**config.mk**
```make
export PLATFORM = sky130hd
export DESIGN_NAME = pipe_stage_skid_reg_flat
export DESIGN_NICKNAME = d
export VERILOG_FILES = /design/src/rtl/pipe_stage_skid_reg_if.sv /design/src/rtl/pipe_stage_skid_reg.sv /design/src/flat_wrapper.sv
export SDC_FILE = /design/constraint.sdc
export NUM_CORES = 1
export LEC_CHECK = 0
export BUFFER_PORTS_ARGS = -buffer_cell sky130_fd_sc_hd__buf_2
export CORE_UTILIZATION = 53
export CTS_BUF_LIST = sky130_fd_sc_hd__clkbuf_8
export CTS_CLUSTER_DIAMETER = 60
export DETAILED_ROUTE_END_ITERATION = 10
export PLACE_DENSITY = 0.79
export SLEW_MARGIN = 30
export SYNTH_ARGS = -nofsm -noshare
export SYNTH_HDL_FRONTEND = slang
export SYNTH_SLANG_ARGS = --single-unit
```
**constraint.sdc**
```tcl
create_clock -name clk -period 3.9 [get_ports clk]
set_input_delay 0 -clock clk [delete_from_list [all_inputs] [get_ports clk]]
set_output_delay 0 -clock clk [all_outputs]
set_load 0.005 [all_outputs]
```
**src/rtl/pipe_stage_skid_reg_if.sv**
```systemverilog
// rtl/pipe_stage_skid_reg_if.sv - handshake bundle between two pipeline stages
// Upstream (in_*) and downstream (out_*) sides of one skid-buffered stage register.
interface pipe_stage_skid_reg_if #(
    parameter int CTRL_W = 16,
    parameter int DATA_W = 128
);
    logic              in_valid;
    logic              in_ready;
    logic [CTRL_W-1:0] in_ctrl;
    logic [DATA_W-1:0] in_data;
    logic              out_valid;
    logic              out_ready;
    logic [CTRL_W-1:0] out_ctrl;
    logic [DATA_W-1:0] out_data;

    // master: the surrounding pipeline/hazard logic; slave: the stage register itself
    modport master (
        output in_valid, in_ctrl, in_data, out_ready,
        input  in_ready, out_valid, out_ctrl, out_data
    );

    modport slave (
        input  in_valid, in_ctrl, in_data, out_ready,
        output in_ready, out_valid, out_ctrl, out_data
    );
endinterface

```
**src/rtl/pipe_stage_skid_reg.sv**
```systemverilog
// rtl/pipe_stage_skid_reg.sv - 2-entry skid pipeline stage register with flush-to-bubble
// Optional stall/flush statistics counters are built when PIPE_STATS_EN is defined.
module pipe_stage_skid_reg #(
    parameter int CTRL_W = 16,
    parameter int DATA_W = 128,
    parameter int CNT_W  = 16
) (
    input  logic clk,
    input  logic rst_n,
    input  logic flush,
    pipe_stage_skid_reg_if.slave bus
`ifdef PIPE_STATS_EN
    ,
    output logic [CNT_W-1:0] stall_cnt,
    output logic [CNT_W-1:0] flush_cnt
`endif
);
    logic              mainValid, skidValid, inReadyQ;
    logic [CTRL_W-1:0] mainCtrl, skidCtrl;
    logic [DATA_W-1:0] mainData, skidData;

    logic              mainValidNext, skidValidNext;
    logic [CTRL_W-1:0] mainCtrlNext, skidCtrlNext;
    logic [DATA_W-1:0] mainDataNext, skidDataNext;

    logic inFire, outFire;

    assign inFire  = bus.in_valid & inReadyQ;
    assign outFire = mainValid & bus.out_ready;

    always_comb begin
        mainValidNext = mainValid;
        mainCtrlNext  = mainCtrl;
        mainDataNext  = mainData;
        skidValidNext = skidValid;
        skidCtrlNext  = skidCtrl;
        skidDataNext  = skidData;
        if (flush) begin
            // A beat leaving on this edge still counts as delivered; only stored beats die.
            mainValidNext = 1'b0;
            mainCtrlNext  = '0;
            mainDataNext  = '0;
            skidValidNext = 1'b0;
        end else if (!mainValid) begin
            if (inFire) begin
                mainValidNext = 1'b1;
                mainCtrlNext  = bus.in_ctrl;
                mainDataNext  = bus.in_data;
            end
        end else if (!skidValid) begin
            if (inFire && outFire) begin
                mainCtrlNext = bus.in_ctrl;
                mainDataNext = bus.in_data;
            end else if (inFire) begin
                skidValidNext = 1'b1;
                skidCtrlNext  = bus.in_ctrl;
                skidDataNext  = bus.in_data;
            end else if (outFire) begin
                mainValidNext = 1'b0;
            end
        end else if (outFire) begin
            mainCtrlNext  = skidCtrl;
            mainDataNext  = skidData;
            skidValidNext = 1'b0;
        end
    end

    always_ff @(posedge clk or negedge rst_n) begin
        if (!rst_n) begin
            mainValid <= 1'b0;
            mainCtrl  <= '0;
            mainData  <= '0;
            skidValid <= 1'b0;
            skidCtrl  <= '0;
            skidData  <= '0;
            inReadyQ  <= 1'b0;
        end else begin
            mainValid <= mainValidNext;
            mainCtrl  <= mainCtrlNext;
            mainData  <= mainDataNext;
            skidValid <= skidValidNext;
            skidCtrl  <= skidCtrlNext;
            skidData  <= skidDataNext;
            inReadyQ  <= !skidValidNext;
        end
    end

    // Control is masked so an empty stage always presents a NOP bubble downstream.
    assign bus.in_ready  = inReadyQ;
    assign bus.out_valid = mainValid;
    assign bus.out_ctrl  = mainValid ? mainCtrl : '0;
    assign bus.out_data  = mainData;

`ifdef PIPE_STATS_EN
    always_ff @(posedge clk or negedge rst_n) begin
        if (!rst_n) begin
            stall_cnt <= '0;
            flush_cnt <= '0;
        end else begin
            if (mainValid && !bus.out_ready && stall_cnt != '1) begin
                stall_cnt <= stall_cnt + 1'b1;
            end
            if (flush && (mainValid || skidValid) && flush_cnt != '1) begin
                flush_cnt <= flush_cnt + 1'b1;
            end
        end
    end
`endif
endmodule
```
**src/flat_wrapper.sv**
```systemverilog
// flat-port wrapper written by rule: the top's interface ports become plain ports
module pipe_stage_skid_reg_flat 
#(
    parameter int CTRL_W = 16,
    parameter int DATA_W = 128,
    parameter int CNT_W  = 16
)
  (clk, rst_n, flush, bus_in_valid, bus_in_ctrl, bus_in_data, bus_out_ready, bus_in_ready, bus_out_valid, bus_out_ctrl, bus_out_data);
  pipe_stage_skid_reg_if #(.CTRL_W(CTRL_W), .DATA_W(DATA_W)) bus_i ();
  input  logic clk;
  input  logic rst_n;
  input  logic flush;
  input wire logic [$bits(bus_i.in_valid)-1:0] bus_in_valid;
  input wire logic [$bits(bus_i.in_ctrl)-1:0] bus_in_ctrl;
  input wire logic [$bits(bus_i.in_data)-1:0] bus_in_data;
  input wire logic [$bits(bus_i.out_ready)-1:0] bus_out_ready;
  output wire logic [$bits(bus_i.in_ready)-1:0] bus_in_ready;
  output wire logic [$bits(bus_i.out_valid)-1:0] bus_out_valid;
  output wire logic [$bits(bus_i.out_ctrl)-1:0] bus_out_ctrl;
  output wire logic [$bits(bus_i.out_data)-1:0] bus_out_data;
  assign bus_i.in_valid = bus_in_valid;
  assign bus_i.in_ctrl = bus_in_ctrl;
  assign bus_i.in_data = bus_in_data;
  assign bus_i.out_ready = bus_out_ready;
  assign bus_in_ready = bus_i.in_ready;
  assign bus_out_valid = bus_i.out_valid;
  assign bus_out_ctrl = bus_i.out_ctrl;
  assign bus_out_data = bus_i.out_data;
  pipe_stage_skid_reg #(.CTRL_W(CTRL_W), .DATA_W(DATA_W), .CNT_W(CNT_W)) u_core (.clk(clk), .rst_n(rst_n), .flush(flush), .bus(bus_i));
endmodule
```
**Yosys cells after proc, flatten, opt, wreduce, memory -nomap -nowiden**

Cells that the tools add are included.
Widths: inputs -> output; s select.

- Divide/modulo/power cells: 0
- Equality and inequality tests: 2
- Multipliers: 0
- Reductions and logical operators: 5
- Shifts and indexed selects: 0
- $lt $le $gt $ge: 0
- Mux-type cells: 24
- Bitwise gates (word level): 5
- Add/sub/neg operators: 0

Operator list:

| cell | number |
|---|---|
| $mux 128 | 6 |
| $mux 16 | 7 |
| $mux 1 | 11 |
| $ne 4x4->1 const B | 2 |
| $reduce_and 5->1 | 1 |
| $not 1->1 | 3 |
| $reduce_and 3->1 | 1 |
| $reduce_bool 3->1 | 1 |
| $and 1x1->1 | 2 |
| $logic_and 1x1->1 | 1 |
| $logic_not 1->1 | 1 |

- Latch bits: 0
- Memory bits (read-only): 0
- Word-level logic and storage cells: 43
- Memories: 0
- Output and inout port bits: 146
- Bits of input ports: 149
- RAM bits: 0
- Bits in registers: 291

**Longest topological paths before layout**

- Depth in word-level cells: 7
- Depth in mapped cells: 7
- Depth with buffers taken out: 3

**Worst setup path after synthesis**

Ideal clock, no wire load.

- Path type: reg2reg
- Start: reg u_core.skidValid
- End: reg u_core.skidData[21]
- Setup slack: 2.136 ns
- Library setup time: 0.127 ns
- Arrival time: 1.637 ns
- Path buffers: 3
- Required time: 3.773 ns
- Cell stages (with the launch flop): 6
- Path through: dfrtp_1 > or4_1 > buf_2 > buf_6 > buf_6 > mux2_1

- Word-level cells in the longest chain between the ends: 2

Ends and longest elaborated chain:

| what | line | RTL |
|---|---|---|
| from (decl) | pipe_stage_skid_reg.sv:18 | `logic mainValid, skidValid, inReadyQ;` |
| from (signal assigned) | pipe_stage_skid_reg.sv:81 | `skidValid <= skidValidNext;` |
| $not 1->1 (no line) | - |  |
| $reduce_and 5->1 (no line) | - |  |
| to (signal assigned) | pipe_stage_skid_reg.sv:83 | `skidData <= skidDataNext;` |
| to (decl) | pipe_stage_skid_reg.sv:20 | `logic [DATA_W-1:0] mainData, skidData;` |

Every way passes these cells.
A chain may end at the register's enable or synchronous reset.

**Worst setup path in the final report**

- Start: reg u_core.mainValid, in the netlist u_core.bus.out_valid
- End: reg u_core.mainData[119], in the netlist u_core.bus.out_data[119]

- Word-level cells in the longest chain between the ends: 4

Ends and longest elaborated chain:

| what | line | RTL |
|---|---|---|
| from (decl) | pipe_stage_skid_reg.sv:18 |  |
| from (signal assigned) | pipe_stage_skid_reg.sv:78 | `mainValid <= mainValidNext;` |
| $and 1x1->1 | pipe_stage_skid_reg.sv:29 | `assign outFire = mainValid & bus.out_ready;` |
| $logic_and 1x1->1 | pipe_stage_skid_reg.sv:51 | `if (inFire && outFire) begin` |
| $ne 4x4->1 (no line) | - |  |
| $reduce_and 3->1 (no line) | - |  |
| to (signal assigned) | pipe_stage_skid_reg.sv:80 | `mainData <= mainDataNext;` |
| to (decl) | pipe_stage_skid_reg.sv:20 |  |

Parallel ways exist; a longest one is shown, timed or not.

==> run metrics <==
Antenna Violating Nets Remaining=0; Final Critical Period=2790 ps; final setup vio count=0; number of DRC markers in iteration 0=611; # rows=56; via count=10.07k; Buffers on Ports=294; clk buf depth=3; final core occ=71.33%; maxcap violations=0; arrival time worst endpoint=3220 ps; crit path launch type=flop; sequential-to-total area share from yosys stat=57.08%; crit end category=flop; met1 Usage GRT=35.92%; maximum vdd drop=0.3599 mV; Reg clk slew, reported paths=60 ps; Fin. Hold Viols=1; post-cts resize count=0; grt met3 use=7.104%; number of synthesized flops with an enable pin=0; Die ar.=24700 um^2; Commonest cells post-synth=291 x dfrtp_1, 145 x a21oi_1, 144 x a211oi_1, 144 x mux2i_1, 84 x mux2_2; R2R Path End=u_core.bus.out_data[119]; Rel. slew slack=42.96%; static leakage power=8.854 nW; Most Used Layer, Global Route=met2; outcome=complete, but fails checks; Pre-Repair DR Iteration Count=5; CTS tree=done; aggregate routed wire length=35210 um; Avg Inst Size Synth=12.86 um^2; Via density=5.742; GRT overflow=0; R2R setup slack=1110 ps; Max FO, Critical Path=67; predominant post-synthesis flop cell=dfrtp_1; Die Y=157.2 um; largest net degree at the start of global routing=145; Worst Tran Pin Value=855.5 ps; H-tree depth=2; antenna violations before repair=0; starting density of the core=54.19%; worst hold path class=in -> async; post-route DRC violation count=0; first-pass GRT wire length=55310 um; DR WL/cell=20.08 um; Syn. warnings=0; clock sink count=291; CP Class=reg -> reg; post-synth top area share=57.08%; Seq cells post-synth=291; core box area=23540 um^2; global-route total usage across every layer=28.57%; Nets=1552; Slew Limit Fails=0; Post-DP HPWL=19320 um; P&R area growth vs syn=31.63%; PwrDens=463.0 nW/um^2; Tot Pwr=7.775 mW; period utilisation layout=71.53%; Synth area leader=dfrtp_1; Cells after Synth=992; antenna cell count=0; Req. time, crit path=4330 ps; met2 Track Usage GR=47.30%; Worst-Skew Late Latency=550 ps; routability congestion estimate=0.7533; FMAX=358.5 MHz; violations in the final reports=negative hold slack; IO Pins=295; width of the chip=157.2 um; R2R cell count=5; RSZ-0062 raised after global routing=false; Cell variety after synth=21; Root Buffer=clkbuf_8; Critical R2R Launch=u_core.bus.out_valid; Layout Skew=15.91 ps; CTS buffer count=47; vias in the first global route=10.60k; layout cells sized above 1=31.85%; TNS Setup=0 ps; most numerous cell in the Yosys netlist=dfrtp_1; Post-synth ARST share=100.0%; syn_nets=1141; dominant cells by area after synthesis=dfrtp_1 57%, mux2i_1 11%, a211oi_1 8.5%; post-synthesis cell area=12760 um^2; Min Hold Slack=-0.2953 ps
==> layout by cell type, fill, tap and decap left out, types with 3 or more instances in the layout <==
master | netlist | routed
inv_1 | 2 | 26
dlygate4sd3_1 | 0 | 148
buf_2 | 16 | 292
dfrtp_1 | 291 | 291
buf_4 | 1 | 12
a211oi_1 | 144 | 144
a21oi_1 | 145 | 145
mux2_1 | 60 | 60
mux2_2 | 84 | 84
buf_12 | 0 | 5
clkinv_2 | 0 | 3
and2_1 | 17 | 16
mux2i_1 | 144 | 144
clkbuf_8 | 0 | 53
==> repair_timing <==
item	in CTS	in global routing
hold buffers	148	0
buffers inserted	0	0
setup endpoints to repair	0	0
endpoints found under the hold margin	416	0
==> worst max-delay path, cell delays in order, from the launching register on <==
cell and delay (ps):
dfrtp_1 400, nand2b_4 240, buf_4 610, buf_4 740, a21oi_1 230, a211oi_1 330
==> cell type report <==
| cell class | instances | area (um^2) |
|---|---|---|
| Clock inverter | 28 | 135.1 |
| Sequential cell | 291 | 7282 |
| Tap cell | 319 | 399.1 |
| Multi-Input combinational cell | 602 | 5065 |
| Inverter | 2 | 7.507 |
| Timing Repair Buffer | 459 | 3176 |
| Clock buffer | 53 | 729.5 |
| Fill cell | 1605 | 6749 |
==> registers in the layout, summed over array words and instances, names as in the netlist <==
register	flops
u_core.skidCtrl	16
u_core.mainCtrl	16
u_core.bus.out_data	128
u_core.bus.out_valid	1
u_core.skidValid	1
u_core.skidData	128
u_core.bus.in_ready	1
==> metal layers <==
layer	part of all wire [%]	vias up
li1	-	4514
met1	41	5072
met2	49	389
met3	6.7	96
met4	3.5	0
met5	0	-
==> worst max path at each step <==
stage | from | end | slack, ps | cells past startpoint
floorplan | u_core.skidValid | u_core.skidData[21] | 2140 | 5
global placement | u_core.bus.out_valid | u_core.bus.out_data[19] | 1400 | 5
detailed placement | u_core.bus.out_valid | u_core.bus.out_data[29] | 1360 | 5
CTS | u_core.bus.out_valid | u_core.bus.out_data[111] | 1360 | 5
global route | u_core.bus.out_valid | u_core.bus.out_data[106] | 1030 | 5
finish | u_core.bus.out_valid | u_core.bus.out_data[119] | 1110 | 5
==> per-stage QoR <==
stage	setup slack (ps)	std cells	instance area, um^2	hold WS, ps
after global placement	1404	1524	14420	175.7
after floorplan	2136	992	12760	-295.6
final	1110	1754	16790	-0.2953
after global routing	1035	1754	16790	3.173
after detailed placement	1364	1524	14420	174.1
after CTS	1355	1753	16770	1.150
==> kinds of logic after synthesis <==
group / count (synthesis) / share of synthesized area [%]
AOI/OAI and AO/OA: 293 / 14.39
DFF: 291 / 57.08
muxes: 288 / 24.01
buffers and inverters: 99 / 3.511
and+or+nand+nor: 21 / 1.020
==> where the power goes <==
group	internal [mW]	switching (mW)
logic	0.734	0.646
clock network	1.30	1.18
registers	3.61	0.313
No activity file was read; power rests on OpenSTA's default activity.
